[config.mk]
export PLATFORM = sky130hd
export DESIGN_NAME = id_stage
export DESIGN_NICKNAME = d
export VERILOG_FILES = /design/src/rtl/epu_defs.sv /design/src/rtl/imm_gen.sv /design/src/rtl/id_stage.sv
export SDC_FILE = /design/constraint.sdc
export NUM_CORES = 1
export LEC_CHECK = 0
export BUFFER_PORTS_ARGS = -buffer_cell sky130_fd_sc_hd__clkbuf_2
export CAP_MARGIN = 20
export CORE_MARGIN = 4
export CORE_UTILIZATION = 43
export CTS_CLUSTER_DIAMETER = 120
export CTS_CLUSTER_SIZE = 24
export DETAILED_ROUTE_END_ITERATION = 8
export PLACE_DENSITY = 0.77
export SETUP_SLACK_MARGIN = 0.3
export SKIP_CTS_REPAIR_TIMING = 1
export SLEW_MARGIN = 20
export SYNTH_ARGS = -nofsm -noshare
export SYNTH_HDL_FRONTEND = slang
export SYNTH_SLANG_ARGS = --single-unit
[constraint.sdc]
create_clock -name clk_in -period 2.3 [get_ports clk_in]
set_input_delay 0.46 -clock clk_in [delete_from_list [all_inputs] [get_ports clk_in]]
set_output_delay 0.46 -clock clk_in [all_outputs]
set_load 0.02 [all_outputs]
[src/rtl/epu_defs.sv]
// Shared decode definitions for the EPU pipeline: opcodes, the issue-type
// enumeration seen by EX, and the decode output-register states.
package epu_defs;

  localparam logic [31:0] ZeroWord = 32'h0000_0000;

  localparam logic [6:0] OPC_OP     = 7'b0110011;
  localparam logic [6:0] OPC_OP_IMM = 7'b0010011;
  localparam logic [6:0] OPC_LOAD   = 7'b0000011;
  localparam logic [6:0] OPC_STORE  = 7'b0100011;
  localparam logic [6:0] OPC_BRANCH = 7'b1100011;
  localparam logic [6:0] OPC_JAL    = 7'b1101111;
  localparam logic [6:0] OPC_JALR   = 7'b1100111;
  localparam logic [6:0] OPC_LUI    = 7'b0110111;
  localparam logic [6:0] OPC_AUIPC  = 7'b0010111;

  typedef enum logic [3:0] {
    NOP     = 4'd0,
    ALU     = 4'd1,
    ALUI    = 4'd2,
    LOAD    = 4'd3,
    STORE   = 4'd4,
    BRANCH  = 4'd5,
    JAL     = 4'd6,
    JALR    = 4'd7,
    LUI     = 4'd8,
    AUIPC   = 4'd9,
    ILLEGAL = 4'd10
  } ex_type_e;

  typedef enum logic {
    ST_EMPTY = 1'b0,
    ST_FULL  = 1'b1
  } id_state_e;

endpackage

[src/rtl/imm_gen.sv]
// Immediate generator: selects the I/S/B/U/J immediate layout from the opcode
// and sign-extends to 32 bits; formats without an immediate yield zero.
module imm_gen
  import epu_defs::*;
(
  input  logic [31:0] inst,
  output logic [31:0] imm
);

  logic [6:0] opcode;

  assign opcode = inst[6:0];

  always_comb begin
    imm = ZeroWord;
    case (opcode)
      OPC_OP_IMM, OPC_LOAD, OPC_JALR:
        imm = {{20{inst[31]}}, inst[31:20]};
      OPC_STORE:
        imm = {{20{inst[31]}}, inst[31:25], inst[11:7]};
      OPC_BRANCH:
        imm = {{19{inst[31]}}, inst[31], inst[7], inst[30:25], inst[11:8], 1'b0};
      OPC_LUI, OPC_AUIPC:
        imm = {inst[31:12], 12'h000};
      OPC_JAL:
        imm = {{11{inst[31]}}, inst[31], inst[19:12], inst[20], inst[30:21], 1'b0};
      default:
        imm = ZeroWord;
    endcase
  end

endmodule

[src/rtl/id_stage.sv]
// Decode stage: decodes the fetched instruction, resolves operands through
// EX/MEM forwarding, stalls on hazards and holds the result in one output register.
module id_stage
  import epu_defs::*;
#(
  parameter int FWD_EN = 1
) (
  input  logic        clk_in,
  input  logic        rst_in,
  input  logic        rdy_in,
  input  logic        if_valid,
  input  logic [31:0] if_pc,
  input  logic [31:0] if_inst,
  output logic        id_ready,
  output logic        read_flag_1,
  output logic        read_flag_2,
  output logic [4:0]  reg_read_1,
  output logic [4:0]  reg_read_2,
  input  logic [31:0] output_data_1,
  input  logic [31:0] output_data_2,
  input  logic        ex_fwd_we,
  input  logic [4:0]  ex_fwd_rd,
  input  logic [31:0] ex_fwd_data,
  input  logic        ex_fwd_load,
  input  logic        mem_fwd_we,
  input  logic [4:0]  mem_fwd_rd,
  input  logic [31:0] mem_fwd_data,
  input  logic        flush_in,
  output logic        ex_valid,
  input  logic        ex_ready,
  output logic [31:0] ex_pc,
  output logic [3:0]  ex_type,
  output logic [3:0]  ex_funct,
  output logic [31:0] ex_op1,
  output logic [31:0] ex_op2,
  output logic [31:0] ex_imm,
  output logic [4:0]  ex_rd,
  output logic        ex_rd_we
);

  logic [6:0]  opcode;
  logic [4:0]  rs1, rs2, rd;
  ex_type_e    dec_type;
  logic        use_rs1, use_rs2, has_rd;
  logic [31:0] dec_imm;
  logic [31:0] op1_val, op2_val;
  logic        ex_hit, mem_hit;
  logic        ex_match_1, ex_match_2, mem_match_1, mem_match_2;
  logic        load_use, nofwd_hazard, hazard, accept;

  id_state_e   state_q, state_d;
  logic [31:0] pc_q, pc_d;
  ex_type_e    type_q, type_d;
  logic [3:0]  funct_q, funct_d;
  logic [31:0] op1_q, op1_d;
  logic [31:0] op2_q, op2_d;
  logic [31:0] imm_q, imm_d;
  logic [4:0]  rd_q, rd_d;
  logic        rd_we_q, rd_we_d;

  assign opcode = if_inst[6:0];
  assign rd     = if_inst[11:7];
  assign rs1    = if_inst[19:15];
  assign rs2    = if_inst[24:20];

  always_comb begin
    dec_type = ILLEGAL;
    use_rs1  = 1'b0;
    use_rs2  = 1'b0;
    has_rd   = 1'b0;
    case (opcode)
      OPC_OP:     begin dec_type = ALU;    use_rs1 = 1'b1; use_rs2 = 1'b1; has_rd = 1'b1; end
      OPC_OP_IMM: begin dec_type = ALUI;   use_rs1 = 1'b1; has_rd = 1'b1; end
      OPC_LOAD:   begin dec_type = LOAD;   use_rs1 = 1'b1; has_rd = 1'b1; end
      OPC_STORE:  begin dec_type = STORE;  use_rs1 = 1'b1; use_rs2 = 1'b1; end
      OPC_BRANCH: begin dec_type = BRANCH; use_rs1 = 1'b1; use_rs2 = 1'b1; end
      OPC_JAL:    begin dec_type = JAL;    has_rd = 1'b1; end
      OPC_JALR:   begin dec_type = JALR;   use_rs1 = 1'b1; has_rd = 1'b1; end
      OPC_LUI:    begin dec_type = LUI;    has_rd = 1'b1; end
      OPC_AUIPC:  begin dec_type = AUIPC;  has_rd = 1'b1; end
      default:    dec_type = ILLEGAL;
    endcase
  end

  assign read_flag_1 = use_rs1;
  assign read_flag_2 = use_rs2;
  assign reg_read_1  = rs1;
  assign reg_read_2  = rs2;

  imm_gen u_imm_gen (
    .inst (if_inst),
    .imm  (dec_imm)
  );

  assign ex_hit      = ex_fwd_we && (ex_fwd_rd != 5'd0);
  assign mem_hit     = mem_fwd_we && (mem_fwd_rd != 5'd0);
  assign ex_match_1  = ex_hit && (ex_fwd_rd == rs1);
  assign ex_match_2  = ex_hit && (ex_fwd_rd == rs2);
  assign mem_match_1 = mem_hit && (mem_fwd_rd == rs1);
  assign mem_match_2 = mem_hit && (mem_fwd_rd == rs2);

  // A load in EX has no data yet, so it must never be the forwarding source.
  always_comb begin
    op1_val = output_data_1;
    if (rs1 == 5'd0)                      op1_val = ZeroWord;
    else if (ex_match_1 && !ex_fwd_load)  op1_val = ex_fwd_data;
    else if (mem_match_1)                 op1_val = mem_fwd_data;
    op2_val = output_data_2;
    if (rs2 == 5'd0)                      op2_val = ZeroWord;
    else if (ex_match_2 && !ex_fwd_load)  op2_val = ex_fwd_data;
    else if (mem_match_2)                 op2_val = mem_fwd_data;
  end

  assign load_use     = ex_fwd_load && ((use_rs1 && ex_match_1) || (use_rs2 && ex_match_2));
  assign nofwd_hazard = (use_rs1 && (ex_match_1 || mem_match_1)) ||
                        (use_rs2 && (ex_match_2 || mem_match_2));
  assign hazard       = load_use || ((FWD_EN == 0) && nofwd_hazard);

  assign ex_valid = (state_q == ST_FULL);
  assign id_ready = rst_in && rdy_in && !hazard && !flush_in && (!ex_valid || ex_ready);
  assign accept   = if_valid && id_ready;

  always_comb begin
    state_d = state_q;
    pc_d    = pc_q;
    type_d  = type_q;
    funct_d = funct_q;
    op1_d   = op1_q;
    op2_d   = op2_q;
    imm_d   = imm_q;
    rd_d    = rd_q;
    rd_we_d = rd_we_q;
    if (rdy_in) begin
      if (flush_in) begin
        state_d = ST_EMPTY;
      end else if (accept) begin
        state_d = ST_FULL;
        pc_d    = if_pc;
        type_d  = dec_type;
        funct_d = {if_inst[30], if_inst[14:12]};
        op1_d   = use_rs1 ? op1_val : ZeroWord;
        op2_d   = use_rs2 ? op2_val : ZeroWord;
        imm_d   = dec_imm;
        rd_d    = rd;
        rd_we_d = has_rd && (rd != 5'd0);
      end else if ((state_q == ST_FULL) && ex_ready) begin
        state_d = ST_EMPTY;
      end
    end
  end

  always_ff @(posedge clk_in or negedge rst_in) begin
    if (!rst_in) begin
      state_q <= ST_EMPTY;
      pc_q    <= ZeroWord;
      type_q  <= NOP;
      funct_q <= 4'd0;
      op1_q   <= ZeroWord;
      op2_q   <= ZeroWord;
      imm_q   <= ZeroWord;
      rd_q    <= 5'd0;
      rd_we_q <= 1'b0;
    end else begin
      state_q <= state_d;
      pc_q    <= pc_d;
      type_q  <= type_d;
      funct_q <= funct_d;
      op1_q   <= op1_d;
      op2_q   <= op2_d;
      imm_q   <= imm_d;
      rd_q    <= rd_d;
      rd_we_q <= rd_we_d;
    end
  end

  assign ex_pc    = pc_q;
  assign ex_type  = type_q;
  assign ex_funct = funct_q;
  assign ex_op1   = op1_q;
  assign ex_op2   = op2_q;
  assign ex_imm   = imm_q;
  assign ex_rd    = rd_q;
  assign ex_rd_we = rd_we_q;

endmodule
==> results of run 1 <==
cells in the mapped netlist (all sizes together) (8+ instances only):
library cell  instances  area share
nor2                 76       0.038
a221oi               59       0.065
o31ai                65       0.063
clkbuf               39       0.018
and3                 31       0.024
buf                  47       0.041
a211oi                8      0.0081
dfrtp               143        0.45
o21ai                89       0.056
o21a                 33       0.031
nand2                22       0.010
mux2                 55       0.078
xor2                 15       0.016
inv                  17      0.0080
a21oi                20       0.013
nor3                  9      0.0063
mux2i                13       0.016
logic make-up after synthesis:
logic type / count (synthesis) / share of synthesized area
compound gates: 297 / 0.261
xor+xnor: 21 / 0.0230
buf+inv: 103 / 0.0673
flops: 143 / 0.448
mux: 68 / 0.0938
simple gates: 170 / 0.107
stage by stage:
stage | hold slack [ps] | setup TNS, ps
detailed placement | 492 | -515
global placement | 478 | -14.8
finish | 176 | -17.8
global route | 244 | -86.0
floorplan | 164 | 0
CTS | 212 | -21.4
final timing paths:
check	startpoint	to	slack, ps	cells after the start
worst max-delay path	if_inst[20]	id_ready	-20	7
worst min-delay path	rst_in	ex_imm[29]$_DFFE_PN0P_	180	2
worst max register to register	ex_valid$_DFFE_PN0P_	ex_pc[11]$_DFFE_PN0P_	340	6
worst min register to register	ex_imm[1]$_DFFE_PN0P_	ex_imm[1]$_DFFE_PN0P_	510	1
max in group asynchronous	rst_in	ex_op1[27]$_DFFE_PN0P_	1550	2
min in group clk_in	if_pc[27]	ex_pc[27]$_DFFE_PN0P_	260	2
final cells by class:
type                    count  share of cell area
diodes                      1            0.000222
inverters                  17             0.00565
clock inverters            12              0.0113
multi-input cells         556               0.377
well taps                 229              0.0254
repair buffers            432               0.224
flip-flops and latches    143               0.317
clock buffers              19              0.0401
sequential cells by signal (all words and copies together) (netlist names):
| register | flops |
|---|---|
| ex_op2 | 32 |
| ex_type | 4 |
| ex_op1 | 32 |
| ex_valid | 1 |
| ex_pc | 32 |
| ex_funct | 4 |
| ex_rd_we | 1 |
| ex_rd | 5 |
| ex_imm | 32 |
where the power goes:
part / total, mW / internal [mW] / leakage, nW / switching [mW]
sequential: 2.86 / 2.74 / 1.90 / 0.126
combinational: 1.64 / 0.711 / 3.51 / 0.928
clock: 2.75 / 1.57 / 0.288 / 1.18
layer usage:
| metal | track usage | up-vias | wire length (µm) |
|---|---|---|---|
| met5 | 0 | - | 33 |
| met4 | 0.103 | 4 | 1090 |
| met3 | 0.0688 | 80 | 2540 |
| met2 | 0.444 | 474 | 14300 |
| met1 | 0.368 | 3986 | 12000 |
| li1 | - | 3727 | - |
critical path: stages:
cell	delay, ps
clkbuf_2	100
xor2_1	170
or3_4	400
or4_4	450
nand2_4	90
nor3_4	40
clkbuf_2	150
==> impl_metrics.json, run 1 <==
{
  "hpwl_um": 21700,
  "rows": 49,
  "final_cell_mix": "clkbuf_2, dfrtp_1, o21ai_0",
  "cp-start-kind": "primary input",
  "area_growth_syn_to_layout_pct": 41.3,
  "design_area_mm2": 0.0113,
  "cts_tree": "yes",
  "setup_slack_ps": -17.8,
  "cts_buffers": 17,
  "synth_area_mm2": 0.00799,
  "root_buffer": "clkbuf_16",
  "min_path_type": "in -> async",
  "via_count": 8271,
  "fillers": 1532,
  "worst_pin_slew_ps": 782,
  "synth_flop_cell": "dfrtp_1",
  "clock_path_buffers": 2,
  "die_h_um": 144,
  "grt_pass1_wl_um": 45300,
  "firstDrtPassIters": 5,
  "p_leak_nw": 5.69,
  "synth_edf_count": 0,
  "rsz0062_at_grt": "true",
  "drtAntennaViolNets": 0,
  "die_w_um": 144,
  "max_freq_ghz": 0.431,
  "crit_type": "in -> out",
  "clk_transition_reported_paths_ps": 60,
  "ff_latch_area_mm2": 0.00358,
  "grt_max_degree": 144,
  "maxCapViolCount": 0,
  "synth_cells": 802,
  "grt.total_usage": 0.278,
  "floorplan.initialDensity": 0.440,
  "synth_nets": 1013,
  "relSlewSlack": 0.479,
  "dp_cells": 1376,
  "power_mw": 7.25,
  "die_area_mm2": 0.0208,
  "multi_input_area_mm2": 0.00425,
  "finalWirelength_um": 30000,
  "wl_per_cell_um": 21.3,
  "end_kind": "primary output",
  "critPathRequiredTime_ps": 1840,
  "via_per_inst": 5.87,
  "io_buffers": 366,
  "period_share": 1.01,
  "drc": 0,
  "clock_latency_ps": 430,
  "gp_congestion": 0.946,
  "slew_viol_final": 0,
  "ios": 367,
  "layout-drive-gt1-share": 0.483,
  "ys_seq_elements": 143,
  "irDropWorstVdd_mv": 0.495,
  "initialDrtViolationCount": 645,
  "period_needed_ps": 2320,
  "power_density_mw_per_mm2": 642,
  "clkSinkCount": 143,
  "finalHoldViolations": 0,
  "skew_ps": 6.68,
  "synth-seq-area-share": 0.448,
  "layoutNonFillerInstCount": 1409,
  "cp.arrival_ps": 1860,
  "place_ws_ps": -27.4,
  "core_area_mm2": 0.0181,
  "status": "finished with violations",
  "num-nets-final": 1378,
  "cts_max_level": 4,
  "final_util": 0.622,
  "final_common_cell": "clkbuf_2",
  "overflow": 0,
  "antenna_found_initial": 3,
  "ys_types": 54,
  "report.final.setup_viol": 1,
  "yosys_warnings": 0,
  "syn_avg_cell_area_um2": 9.96,
  "ys_async_sr_fraction": 1.00,
  "violations": "setup timing",
  "path_max_fanout": 2,
  "placed_area_mm2": 0.0107,
  "grt_pass1_vias": 8153
}
(Power assumes the default switching activity.)
==> run 2: changes to the inputs <==
--- a/config.mk
+++ b/config.mk
@@ -8,7 +8,7 @@
 export BUFFER_PORTS_ARGS = -buffer_cell sky130_fd_sc_hd__clkbuf_2
 export CAP_MARGIN = 20
 export CORE_MARGIN = 4
-export CORE_UTILIZATION = 43
+export CORE_UTILIZATION = 42
 export CTS_CLUSTER_DIAMETER = 120
 export CTS_CLUSTER_SIZE = 24
 export DETAILED_ROUTE_END_ITERATION = 8
@@ -18,4 +18,5 @@
 export SLEW_MARGIN = 20
 export SYNTH_ARGS = -nofsm -noshare
 export SYNTH_HDL_FRONTEND = slang
+export SYNTH_HIERARCHICAL = 1
 export SYNTH_SLANG_ARGS = --single-unit
==> run 2 against run 1 <==
Net effect: the flow still finishes with violations (setup timing); final cell count decreased by 2.6%; global-route usage fell by 2.6 points; first-iteration DRC count shrank 17%; die area fell by 2.6%.
==> impl_metrics.json, run 2 <==
{
  "core_area_mm2": 0.0175,
  "initialDrtViolationCount": 538,
  "wl_per_cell_um": 20.8,
  "path_max_fanout": 4,
  "overflow": 0,
  "yosys_warnings": 6,
  "layout-drive-gt1-share": 0.512,
  "hold_slack_ps": 252,
  "max_freq_ghz": 0.421,
  "reg2reg_slack_ps": 370,
  "synthTopCellsByArea": "dfrtp_1, mux2_1, a22o_1",
  "grt_pass1_vias": 7458,
  "num-nets-final": 1346,
  "maxCapViolCount": 0,
  "grt.total_usage": 0.252,
  "gp_congestion": 0.941,
  "reg2reg_depth": 8,
  "finalHoldViolations": 0,
  "report.final.setup_viol": 1,
  "min_path_type": "in -> async",
  "crit_type": "in -> out",
  "p_leak_nw": 6.19,
  "hpwl_um": 20300,
  "antenna_found_initial": 0,
  "root_buffer": "clkbuf_16",
  "final_util": 0.649,
  "ys_seq_elements": 143,
  "drc": 0,
  "slew_viol_final": 0,
  "grt_max_degree": 73,
  "rsz0062_at_grt": "true",
  "drtAntennaViolNets": 0,
  "syn_avg_cell_area_um2": 10.4,
  "setup_slack_ps": -73.3,
  "relSlewSlack": 0.384,
  "ys_types": 52,
  "period_needed_ps": 2370,
  "cts_buffers": 17,
  "skew_ps": 10.8,
  "critPathRequiredTime_ps": 1840,
  "die_h_um": 142,
  "clock_path_buffers": 2,
  "io_buffers": 366,
  "end_kind": "primary output",
  "synth.most_common_cell": "dfrtp_1",
  "power_density_mw_per_mm2": 628,
  "die_area_mm2": 0.0203,
  "area_growth_syn_to_layout_pct": 49.4,
  "finalWirelength_um": 28600,
  "synth_nets": 939,
  "use_met2": 0.433,
  "met3_usage": 0.0642,
  "synth_top_area_frac": 0.472,
  "ys_async_sr_fraction": 1.00,
  "period_share": 1.03,
  "via_count": 7658,
  "clock_latency_ps": 430,
  "synth-seq-area-share": 0.472,
  "irDropWorstVdd_mv": 0.496,
  "n_antenna_cell": 0,
  "status": "finished with violations",
  "floorplan.initialDensity": 0.434,
  "fillers": 1348,
  "cts_max_level": 4,
  "met1_usage": 0.312,
  "r2r-end": "ex_op1[15]$_DFFE_PN0P_",
  "timing.rr.start": "ex_valid$_DFFE_PN0P_",
  "final_common_cell": "clkbuf_2",
  "cp.arrival_ps": 1910,
  "busiest_layer": "met2",
  "rows": 48,
  "final_cell_mix": "clkbuf_2, dfrtp_1, nand2_1, mux2_4, nor2_1",
  "clk_transition_reported_paths_ps": 60,
  "cts_tree": "yes",
  "grt_pass1_wl_um": 40100,
  "die_w_um": 142,
  "firstDrtPassIters": 5,
  "via_per_inst": 5.58,
  "synth_area_mm2": 0.00759,
  "synth_edf_count": 0,
  "cp-start-kind": "primary input",
  "worst_pin_slew_ps": 923,
  "ios": 367,
  "yosysTopAreaCell": "dfrtp_1",
  "synthTopCellsByCount": "dfrtp_1, nand2_1, nor2_1",
  "synth_cells": 728,
  "synth_flop_cell": "dfrtp_1",
  "clkSinkCount": 143,
  "violations": "setup timing"
}
## run 2: cell types whose count changed after synthesis, sizes merged, moves of 21 or more
cell / change
mux2i: +22
o21a: -30
a31oi: +33
nand2: +53
and3: -29
a221oi: -59
clkbuf: -21
a22o: +64
o31ai: -65
o21ai: -68
## run 2: how the worst max path moves through the flow
stage | from | end | slack, ps
global placement | if_inst[3] | ex_rd[4]$_DFFE_PN0P_ | -180
finish | if_inst[3] | id_ready | -70
CTS | if_inst[3] | id_ready | -160
global route | if_inst[4] | id_ready | -90
floorplan | if_inst[3] | ex_rd[0]$_DFFE_PN0P_ | -7
detailed placement | if_inst[3] | ex_rd[4]$_DFFE_PN0P_ | -240
## run 2: power by group
group	internal (mW)	switching (mW)	total (mW)
clock	1.59	1.12	2.71
combinational	0.723	0.825	1.55
sequential	2.73	0.131	2.86
## run 2: routing by layer
layer  wire (µm)  up-vias
li1            -     3435
met1       10800     3683
met2       14300      468
met3        2530       72
met4         902        0
met5           0        -
## run 2: critical path: stages
cell and delay (ps):
buf_6 90, and3b_2 270, o21ai_2 80, or3_4 400
a211oi_4 380, nor3_2 70, buf_4 170
## run 2: layout make-up
class | instances | area (µm²) | share of cell area
timing repair buffer | 452 | 2940 | 0.259
clock buffer | 18 | 429 | 0.0379
sequential | 143 | 3580 | 0.316
inverter | 6 | 22.5 | 0.00199
multi-input combinational | 515 | 3950 | 0.348
tap | 225 | 282 | 0.0248
clock inverter | 13 | 140 | 0.0124
## run 2: logic make-up after synthesis
| logic type | share of synthesized area |
|---|---|
| multiplexers | 0.159 |
| buffers and inverters | 0.0496 |
| AO/OA/AOI/OAI | 0.170 |
| AND/OR/NAND/NOR | 0.126 |
| flip-flops | 0.472 |
| XOR/XNOR | 0.0231 |
## run 2: per-stage QoR
stage / instance area [µm²] / std cells / power [mW] / worst slack, ps / TNS (ps)
finish: 11300 / 1372 / 7.12 / -73.3 / -73.3
detailed placement: 10000 / 1320 / 4.23 / -237 / -24370
CTS: 10600 / 1351 / 6.96 / -164 / -164
floorplan: 7610 / 728 / 3.54 / -7.41 / -29.7
global route: 11300 / 1372 / 7.40 / -93.7 / -93.7
global placement: 10000 / 1320 / 4.19 / -178 / -15910
